[src/rtl/wb_mc_pkg.sv]
// Shared types and constant helpers for the multi-channel white-balance corrector.
package wb_mc_pkg;

    localparam int unsigned WB_PX_WIDTH    = 10;
    localparam int unsigned WB_CHANNELS    = 3;
    localparam int unsigned WB_FRACT_WIDTH = 10;
    localparam int unsigned WB_GAIN_WIDTH  = 14;

    typedef logic [WB_GAIN_WIDTH-1:0] gain_t;

    // Gain value representing 1.0 for a given number of fractional bits.
    function automatic logic [31:0] unity_gain(input int unsigned fract_w);
        return 32'd1 << fract_w;
    endfunction

    // Half-LSB offset added before truncation to get round-half-up.
    function automatic logic [31:0] round_const(input int unsigned fract_w);
        return (fract_w == 0) ? 32'd0 : (32'd1 << (fract_w - 1));
    endfunction

endpackage

[src/rtl/wb_mc_channel.sv]
// One colour component: multiply by gain, then round, saturate or bypass.
module wb_mc_channel
    import wb_mc_pkg::*;
#(
    parameter int unsigned PX_WIDTH    = WB_PX_WIDTH,
    parameter int unsigned FRACT_WIDTH = WB_FRACT_WIDTH,
    parameter int unsigned GAIN_WIDTH  = WB_GAIN_WIDTH
) (
    input  logic                  clk_i,
    input  logic                  rst_i,
    input  logic                  en_i,
    input  logic                  bypass_i,
    input  logic [GAIN_WIDTH-1:0] gain_i,
    input  logic [PX_WIDTH-1:0]   px_i,
    output logic [PX_WIDTH-1:0]   px_o
);

    localparam int unsigned PROD_W = PX_WIDTH + GAIN_WIDTH;
    localparam int unsigned SUM_W  = PROD_W + 1;
    localparam int unsigned RES_W  = SUM_W - FRACT_WIDTH;
    localparam logic [SUM_W-1:0]    RND    = SUM_W'(round_const(FRACT_WIDTH));
    localparam logic [PX_WIDTH-1:0] PX_MAX = '1;

    logic [PROD_W-1:0]   r_prod;
    logic [PX_WIDTH-1:0] r_px;
    logic                r_bypass;
    logic [PX_WIDTH-1:0] r_out;
    logic [RES_W-1:0]    w_res;
    logic [PX_WIDTH-1:0] w_sat;

    // Stage 1: full-precision product, raw pixel kept for bypass.
    always_ff @(posedge clk_i) begin
        if (rst_i) begin
            r_prod   <= '0;
            r_px     <= '0;
            r_bypass <= 1'b0;
        end else if (en_i) begin
            r_prod   <= PROD_W'(px_i) * PROD_W'(gain_i);
            r_px     <= px_i;
            r_bypass <= bypass_i;
        end
    end

    always_comb begin
        w_res = RES_W'((SUM_W'(r_prod) + RND) >> FRACT_WIDTH);
        w_sat = (w_res > RES_W'(PX_MAX)) ? PX_MAX : w_res[PX_WIDTH-1:0];
    end

    // Stage 2: rounded and clipped result, or the untouched pixel.
    always_ff @(posedge clk_i) begin
        if (rst_i) begin
            r_out <= '0;
        end else if (en_i) begin
            r_out <= r_bypass ? r_px : w_sat;
        end
    end

    assign px_o = r_out;

endmodule

[src/rtl/wb_corrector_mc.sv]
// Multi-channel white-balance stage: frame-synchronous gain/bypass update,
// two-stage channel pipeline and matching sideband delay line.
module wb_corrector_mc
    import wb_mc_pkg::*;
#(
    parameter int unsigned PX_WIDTH      = WB_PX_WIDTH,
    parameter int unsigned CHANNELS      = WB_CHANNELS,
    parameter int unsigned TDATA_WIDTH   = 32,
    parameter int unsigned TDATA_WIDTH_B = TDATA_WIDTH / 8,
    parameter int unsigned FRACT_WIDTH   = WB_FRACT_WIDTH,
    parameter int unsigned GAIN_WIDTH    = WB_GAIN_WIDTH
) (
    input  logic                           clk_i,
    input  logic                           rst_i,
    input  logic                           video_i_tvalid,
    output logic                           video_i_tready,
    input  logic [TDATA_WIDTH-1:0]         video_i_tdata,
    input  logic [TDATA_WIDTH_B-1:0]       video_i_tstrb,
    input  logic [TDATA_WIDTH_B-1:0]       video_i_tkeep,
    input  logic                           video_i_tlast,
    input  logic                           video_i_tuser,
    input  logic                           video_i_tid,
    input  logic                           video_i_tdest,
    output logic                           video_o_tvalid,
    input  logic                           video_o_tready,
    output logic [TDATA_WIDTH-1:0]         video_o_tdata,
    output logic [TDATA_WIDTH_B-1:0]       video_o_tstrb,
    output logic [TDATA_WIDTH_B-1:0]       video_o_tkeep,
    output logic                           video_o_tlast,
    output logic                           video_o_tuser,
    output logic                           video_o_tid,
    output logic                           video_o_tdest,
    input  logic [CHANNELS*GAIN_WIDTH-1:0] gain_i,
    input  logic                           bypass_i,
    input  logic                           gain_upd_i,
    output logic                           gain_applied_o,
    output logic                           upd_pending_o
);

    localparam int unsigned SB_W = 2 * TDATA_WIDTH_B + 4;
    localparam logic [GAIN_WIDTH-1:0] UNITY = GAIN_WIDTH'(unity_gain(FRACT_WIDTH));

    logic                  w_en;
    logic                  w_hs;
    logic                  w_load;
    logic                  w_byp_cur;
    logic                  w_unused_tdata;
    logic [GAIN_WIDTH-1:0] w_gain_cur [CHANNELS];
    logic [GAIN_WIDTH-1:0] r_shadow   [CHANNELS];
    logic [GAIN_WIDTH-1:0] r_active   [CHANNELS];
    logic                  r_byp_shadow;
    logic                  r_byp_active;
    logic                  r_pending;
    logic                  r_applied;
    logic                  r_v1;
    logic                  r_v2;
    logic [SB_W-1:0]       w_sb_in;
    logic [SB_W-1:0]       r_sb1;
    logic [SB_W-1:0]       r_sb2;
    logic [PX_WIDTH-1:0]   w_ch_px [CHANNELS];
    logic [TDATA_WIDTH-1:0] w_tdata;

    assign w_en           = !r_v2 || video_o_tready;
    assign w_hs           = video_i_tvalid && w_en;
    assign w_load         = w_hs && video_i_tuser && r_pending;
    assign video_i_tready = w_en;
    assign w_unused_tdata = ^video_i_tdata;

    // The SOF beat that triggers a load already sees the shadow values.
    always_comb begin
        w_byp_cur = w_load ? r_byp_shadow : r_byp_active;
        for (int c = 0; c < CHANNELS; c++) begin
            w_gain_cur[c] = w_load ? r_shadow[c] : r_active[c];
        end
    end

    always_ff @(posedge clk_i) begin
        if (rst_i) begin
            for (int c = 0; c < CHANNELS; c++) begin
                r_shadow[c] <= UNITY;
                r_active[c] <= UNITY;
            end
            r_byp_shadow <= 1'b0;
            r_byp_active <= 1'b0;
            r_pending    <= 1'b0;
            r_applied    <= 1'b0;
        end else begin
            if (gain_upd_i) begin
                for (int c = 0; c < CHANNELS; c++) begin
                    r_shadow[c] <= gain_i[c*GAIN_WIDTH +: GAIN_WIDTH];
                end
                r_byp_shadow <= bypass_i;
            end
            if (w_load) begin
                for (int c = 0; c < CHANNELS; c++) begin
                    r_active[c] <= r_shadow[c];
                end
                r_byp_active <= r_byp_shadow;
            end
            // A strobe coinciding with a load stays pending for the next SOF.
            r_pending <= gain_upd_i || (r_pending && !w_load);
            r_applied <= w_load;
        end
    end

    assign w_sb_in = {video_i_tstrb, video_i_tkeep, video_i_tlast,
                      video_i_tuser, video_i_tid, video_i_tdest};

    always_ff @(posedge clk_i) begin
        if (rst_i) begin
            r_v1  <= 1'b0;
            r_v2  <= 1'b0;
            r_sb1 <= '0;
            r_sb2 <= '0;
        end else if (w_en) begin
            r_v1  <= video_i_tvalid;
            r_v2  <= r_v1;
            r_sb1 <= w_sb_in;
            r_sb2 <= r_sb1;
        end
    end

    for (genvar c = 0; c < CHANNELS; c++) begin : g_ch
        wb_mc_channel #(
            .PX_WIDTH   (PX_WIDTH),
            .FRACT_WIDTH(FRACT_WIDTH),
            .GAIN_WIDTH (GAIN_WIDTH)
        ) u_ch (
            .clk_i   (clk_i),
            .rst_i   (rst_i),
            .en_i    (w_en),
            .bypass_i(w_byp_cur),
            .gain_i  (w_gain_cur[c]),
            .px_i    (video_i_tdata[c*PX_WIDTH +: PX_WIDTH]),
            .px_o    (w_ch_px[c])
        );
    end

    always_comb begin
        w_tdata = '0;
        for (int c = 0; c < CHANNELS; c++) begin
            w_tdata[c*PX_WIDTH +: PX_WIDTH] = w_ch_px[c];
        end
    end

    assign video_o_tvalid = r_v2;
    assign video_o_tdata  = w_tdata;
    assign {video_o_tstrb, video_o_tkeep, video_o_tlast,
            video_o_tuser, video_o_tid, video_o_tdest} = r_sb2;
    assign gain_applied_o = r_applied;
    assign upd_pending_o  = r_pending;

endmodule

[config.mk]
export PLATFORM = sky130hd
export DESIGN_NAME = wb_corrector_mc
export DESIGN_NICKNAME = d
export VERILOG_FILES = /design/src/rtl/wb_mc_pkg.sv /design/src/rtl/wb_mc_channel.sv /design/src/rtl/wb_corrector_mc.sv
export SDC_FILE = /design/constraint.sdc
export NUM_CORES = 1
export LEC_CHECK = 0
export BUFFER_PORTS_ARGS = -buffer_cell sky130_fd_sc_hd__buf_2
export CELL_PAD_IN_SITES_DETAIL_PLACEMENT = 1
export CELL_PAD_IN_SITES_GLOBAL_PLACEMENT = 2
export CORE_MARGIN = 4
export CORE_UTILIZATION = 36
export CTS_BUF_LIST = sky130_fd_sc_hd__clkbuf_16
export CTS_CLUSTER_SIZE = 30
export DETAILED_ROUTE_END_ITERATION = 8
export PLACE_DENSITY = 0.77
export SYNTH_ARGS = -nofsm -noshare
export SYNTH_HDL_FRONTEND = slang
export SYNTH_SLANG_ARGS = --single-unit
export TNS_END_PERCENT = 30
[constraint.sdc]
create_clock -name clk_i -period 6.9 [get_ports clk_i]
set_input_delay 1.38 -clock clk_i [delete_from_list [all_inputs] [get_ports clk_i]]
set_output_delay 1.38 -clock clk_i [all_outputs]
set_load 0.02 [all_outputs]
==> impl_metrics.toml, run 1 <==
[run_status]
status = "complete, no violations"

[job]
drv_cap = 0

[drt]
via_per_inst = 4.99
firstDrtPassIters = 5
routed_wl_um = 62600
wire_per_inst_um = 18.3
first_iter_violations = 629
ant_nets = 0
vias = 17100
drcViolationCount = 0

[final_layout]
layout-drive-gt1-share = 0.178
area_growth_pct = 18.5
fill_cells = 6923
fin_cells = 3418
nets = 3165

[logic_synthesis]
synth_edf_count = 84
synth_top_area_share = 0.256
synth_cells = 2353
yosysTopAreaCell = "fa_1"
synth_cell_types = 65
synthTopCellsByArea = "fa_1, dfxtp_1, edfxtp_1, ha_1, and2_1"
synthesis.area_sq_mm = 0.0218
ys_seq_area_frac = 0.241
yosys_warnings = 0
synth_flop_cell = "dfxtp_1"
syn_avg_cell_area_sq_um = 9.25
synthArstFlopShare = 0
ys_ff_latch = 220

[power]
finalPower_mw = 8.66
power.density_mw_per_mm2 = 336
vdd_drop_max_mv = 0.269
leakagePower_nw = 12.6

[cts]
clock-root-buffer = "clkbuf_16"
cts_made_buffers = 29
clk_latency_ps = 590
htreeDepth = 1
cts_max_path_buffers = 3
clock_sinks = 220
cts_tree = "yes"
holdBufCountCts = 0
cts.clk_slew.worst_paths_ps = 60

[worst_setup_path]
cp_max_fo = 16
crit_top_cell = "fa_1"
critPathTopFamily = "adder cells"
crit_path_top_delay_cell = "fa_1"
critPathLaunchType = "input port"
critPathKind = "input port to register"
cp.required_ps = 7350
worstSetupEndpointType = "register"
slowest_delay_ps = 570
arrival_ps = 7190
crit_buf_inv = 6

[placed_design]
gp_congestion = 0.822
port_buffers = 135
hpwl_um = 48900
dp_cells = 3357

[grt]
first_global_vias = 19800
grt_antenna_before_repair = 4
grt_overflow = 0
track_usage = 0.197
grt_first_pass_wirelength_um = 102000
grt_max_degree = 70

[floorplanning]
die_height_um = 254
rows = 89
core_area_sq_mm = 0.0595
ioPinCount = 140
dieArea_sq_mm = 0.0645
die_w_um = 254
initial_core_util = 0.366

[sta]
fmax_ghz = 0.148
finalClockSkew_ps = 26.6
fin_crit_ps = 6750
rsz0062_at_grt = "yes"
relSlewSlack = 0.234
setup_viol = 0
timing.final.crit_share = 0.978
finalHoldViolations = 0
slew_viol_final = 0
tightest_slew_ps = 1150

[min_path]
hold_class = "register to register"
[synthesized netlist by cell type (22+ instances only)]
cell type	number
a21o_1	22
a21oi_1	111
and2_1	282
clkbuf_1	81
dfxtp_1	136
edfxtp_1	84
fa_1	279
ha_1	174
inv_1	302
mux2_2	40
nand2_1	400
nand3_1	31
nor2_1	49
o21ai_0	74
xnor2_1	37
xor2_1	28
[stage by stage]
step                utilization  worst slack (ps)  TNS [ps]  hold WS, ps  cell area [sq um]
floorplan                     -              -345     -3450          427              21900
global placement          0.414              -703    -20280          436              24600
detailed placement        0.414              -799    -23510          441              24600
CTS                       0.431             -20.9     -63.8          437              25600
global route              0.434             -49.8     -90.5          448              25800
finish                    0.434               151         0          445              25800
[routing by layer]
metal / wire (um) / GRT usage / vias up
met5: 0 / 0 / -
li1: - / - / 8091
met4: 1480 / 0.0459 / 0
met2: 31600 / 0.361 / 230
met3: 2030 / 0.0236 / 82
met1: 27500 / 0.248 / 8649
[final cells by class]
type,count,area (sq um),area share
flip-flops and latches,220,5250,0.203
multi-input cells,1740,15400,0.595
inverters,303,1140,0.0441
well taps,773,967,0.0375
repair buffers,326,2170,0.0840
diodes,3,7.51,0.000291
clock buffers,32,801,0.0310
clock inverters,21,118,0.00456
[worst min-delay path: stages, from the launching register on]
cell,delay (ps)
dfxtp_1,310
nand2_1,60
a21oi_1,50
[flip-flops by register name, summed over array words and instances, names as in the netlist]
register	flops
r_shadow	42
r_v1	1
g_ch.u_ch.r_px	30
r_sb2	12
g_ch.u_ch.r_prod	45
gain_applied_o	1
r_byp_shadow	1
r_active	42
video_o_tvalid	1
upd_pending_o	1
r_sb1	12
g_ch.u_ch.px_o	30
g_ch.u_ch.r_bypass	1
r_byp_active	1
[cells by family after synthesis]
logic type                 Yosys count  share of synthesized area
xor gates and xnor gates            65                     0.0261
and+or+nand+nor                    885                      0.201
muxes                               47                     0.0241
other                                1                   0.000172
buffers and inverters              394                     0.0687
DFF                                220                      0.241
AOI/OAI and AO/OA                  288                     0.0824
adders and majority gates          453                      0.356
[worst paths after layout]
kind,start,endpoint,slack (ps),cells past startpoint
worst max-delay path,video_o_tready,g_ch[0].u_ch.r_prod[21]$_SDFFE_PP0N_,150,25
worst min register to register,r_sb1[11]$_SDFFE_PP0N_,r_sb2[11]$_SDFFE_PP0N_,440,2
worst max register to register,upd_pending_o$_SDFF_PP0_,g_ch[0].u_ch.r_prod[21]$_SDFFE_PP0N_,620,24
worst min-delay path,r_sb1[11]$_SDFFE_PP0N_,r_sb2[11]$_SDFFE_PP0N_,440,2
[where the power goes]
group / internal [mW] / leakage (nW) / total, mW / switching, mW
clock network: 0.833 / 0.468 / 1.47 / 0.634
logic: 2.58 / 10.1 / 5.41 / 2.83
registers: 1.59 / 2.00 / 1.78 / 0.192
[placed cells by master (no fill, tap or decap), types with 45 or more instances in the layout]
master | synthesis | routed
a21oi_1 | 111 | 101
and2_1 | 282 | 281
buf_2 | 2 | 134
buf_4 | 2 | 183
dfxtp_1 | 136 | 136
edfxtp_1 | 84 | 84
fa_1 | 279 | 278
ha_1 | 174 | 168
inv_1 | 302 | 304
nand2_1 | 400 | 397
nor2_1 | 49 | 45
o21ai_0 | 74 | 68
[timing repair]
action                                  in CTS  in global routing
endpoints found under the setup margin      21                 31
pin swaps                                    6                 26
setup buffers                                1                  5
gates resized for setup                     17                 37
(Power assumes the default switching activity.)
==> run 2, diff against run 1 <==
Settings changed: ABC_AREA from default to 1, ABC_CLOCK_PERIOD_IN_PS from default to 6900, CORE_UTILIZATION 36 to 34.
==> impl_metrics.toml, run 2 <==
[drt]
wire_per_inst_um = 17.9
firstDrtPassIters = 5
drcViolationCount = 0
first_iter_violations = 919
ant_nets = 0
via_per_inst = 4.88
vias = 20000
routed_wl_um = 73500

[cts]
htreeDepth = 1
clock-root-buffer = "clkbuf_16"
cts_tree = "yes"
clock_sinks = 220
clk_latency_ps = 590
cts_resized = 0
cts_max_path_buffers = 3
holdBufCountCts = 0
cts_made_buffers = 29
cts.clk_slew.worst_paths_ps = 60
post_cts_buffers = 0

[placed_design]
gp_congestion = 0.895
place_ws_ps = -108
hpwl_um = 60400
port_buffers = 135
placed_area_sq_mm = 0.0259

[logic_synthesis]
synth_cells = 2926
synth_simple_gate_area_frac = 0.182
muxShareOfSynthArea = 0
yosys_warnings = 0
ys_seq_area_frac = 0.229
synth_common_cells = "inv_1, nand2_1, nor2_1"
synthesis.area_sq_mm = 0.0229
synthArstFlopShare = 0
synth_top_family_by_area = "adder cells"
synthTopCellsByArea = "fa_1, dfxtp_1, edfxtp_1, inv_1, ha_1"
synth_compound_area_frac = 0.112
syn_avg_cell_area_sq_um = 7.82
yosysTopAreaCell = "fa_1"
synth_top_area_share = 0.244
synth_xor_xnor_area_share = 0.0184
synth-adder-area-share = 0.339
synth_most_common_cell = "inv_1"
synth_flop_cell = "dfxtp_1"
synth_edf_count = 84
synth_cell_types = 52
ys_ff_latch = 220

[final_layout]
final_common_cell = "inv_1"
reg.largest.list = "g_ch.u_ch.r_prod x45, r_active x42, r_shadow x42"
regMostFlops = "g_ch.u_ch.r_prod"
final_cell_mix = "inv_1, nand2_1, nor2_1"
final_area_sq_mm = 0.0268
area_growth_pct = 17.4
layout-drive-gt1-share = 0.140
fill_cells = 8155
nets = 3761
diodes = 0
largest_reg_flops = 45

[worst_setup_path]
crit_path_top_delay_cell = "fa_1"
crit_buf_inv = 9
critPathTopFamily = "adder cells"
critPathLaunchType = "input port"
cp_max_fo = 43
cp.required_ps = 7430
worstSetupEndpointType = "register"
slowest_delay_ps = 520
crit_top_cell = "nand2_1"
arrival_ps = 6990
critPathKind = "input port to register"

[floorplanning]
rows = 94
ioPinCount = 140
die_height_um = 267
die_w_um = 267
core_area_sq_mm = 0.0662
dieArea_sq_mm = 0.0715
initial_core_util = 0.345

[sta]
timing.final.crit_share = 0.937
fmax_ghz = 0.155
fin_crit_ps = 6470
relSlewSlack = 0.266
finalHoldViolations = 0
slew_viol_final = 0
rsz0062_at_grt = "no"
worst_slack_ps = 434
tightest_slew_ps = 1100
setup_viol = 0
tns_ps = 0
finalClockSkew_ps = 22.3

[power]
vdd_drop_max_mv = 0.220
leakagePower_nw = 14.1
power.density_mw_per_mm2 = 405

[grt]
grt_first_pass_wirelength_um = 121000
grt_overflow = 0
grt_antenna_before_repair = 1
grt_max_degree = 91
track_usage = 0.211
first_global_vias = 22600

[job]
drv_cap = 0

[run_status]
status = "complete, no violations"

[min_path]
hold_class = "register to register"
## run 2: cell count changes in the layout (fill, tap and decap cells not counted), moves of 20 or more
| cell | previous run | this run |
|---|---|---|
| a21oi_1 | 101 | 166 |
| mux2_2 | 28 | 0 |
| nand2_1 | 397 | 447 |
| buf_4 | 183 | 212 |
| nand3_1 | 31 | 59 |
| and2_1 | 281 | 3 |
| xnor2_1 | 36 | 8 |
| inv_1 | 304 | 616 |
| o21ai_1 | 9 | 30 |
| o21ai_0 | 68 | 186 |
| nor2b_1 | 20 | 0 |
| nor2_1 | 45 | 442 |
## run 2: per-layer routing
| layer | GRT usage | part of all wire | vias up |
|---|---|---|---|
| met3 | 0.0182 | 0.030 | 88 |
| met4 | 0.0468 | 0.024 | 0 |
| met2 | 0.380 | 0.50 | 286 |
| met1 | 0.276 | 0.45 | 10000 |
| li1 | - | - | 9618 |
| met5 | 0 | 0 | - |
## run 2: metrics by stage
| step | hold WS, ps | std cells | total power, mW | util |
|---|---|---|---|---|
| 4_1_cts | 470 | 4101 | 11.0 | 0.405 |
| 6_report | 480 | 4101 | 10.9 | 0.405 |
| 3_3_place_gp | 457 | 4049 | 9.33 | 0.392 |
| 5_1_grt | 502 | 4101 | 12.1 | 0.405 |
| 3_5_place_dp | 476 | 4049 | 9.48 | 0.392 |
| 2_1_floorplan | 435 | 2927 | 6.36 | - |
## run 2: where the power goes
group,total [mW],switching [mW],internal [mW],leakage [nW]
combinational,7.65,4.39,3.26,11.6
sequential,1.76,0.159,1.60,2.01
clock,1.48,0.637,0.843,0.471
total,10.9,5.18,5.70,14.1
## run 2: worst register-to-register path, stage by stage, from the launching register on
cell and delay (ps):
dfxtp_1 310, buf_4 200, nand4_4 190, buf_12 220, o21ai_0 440, inv_1 200
nand2_1 140, fa_1 390, inv_1 90, fa_1 460, fa_1 520, fa_1 500
inv_1 50, fa_1 480, inv_1 40, ha_1 310, buf_4 140, nand2_1 110
nor4_1 350, nand2_1 90, nand2_1 180, nand2_1 80, nand2_1 80, xor2_1 220
o21bai_1 90, inv_1 70
## run 2: area by class of cell
type	count	area (sq um)	share of cell area
Clock buffer	29	726	0.0270
Sequential cell	220	5250	0.195
Multi-Input combinational cell	1993	14900	0.557
Clock inverter	23	189	0.00704
Timing Repair Buffer	350	2330	0.0867
Tap cell	864	1080	0.0403
Inverter	622	2340	0.0870
## run 2: path summary, 6_finish.rpt
kind	endpoint	from	slack, ps	cells after the start
worst max-delay path	g_ch[1].u_ch.r_prod[16]$_SDFFE_PP0N_	video_o_tready	430	27
worst max register to register	g_ch[1].u_ch.r_prod[16]$_SDFFE_PP0N_	upd_pending_o$_SDFF_PP0_	890	25
worst min register to register	r_sb2[9]$_SDFFE_PP0N_	r_sb1[9]$_SDFFE_PP0N_	480	2
worst min-delay path	r_sb2[9]$_SDFFE_PP0N_	r_sb1[9]$_SDFFE_PP0N_	480	2
## run 2: kinds of logic after synthesis
group / Yosys count
AND/OR/NAND/NOR: 1029
flip-flops: 220
buffers and inverters: 714
adder cells (fa/ha/maj): 453
XOR/XNOR: 48
other: 1
AO/OA/AOI/OAI: 461
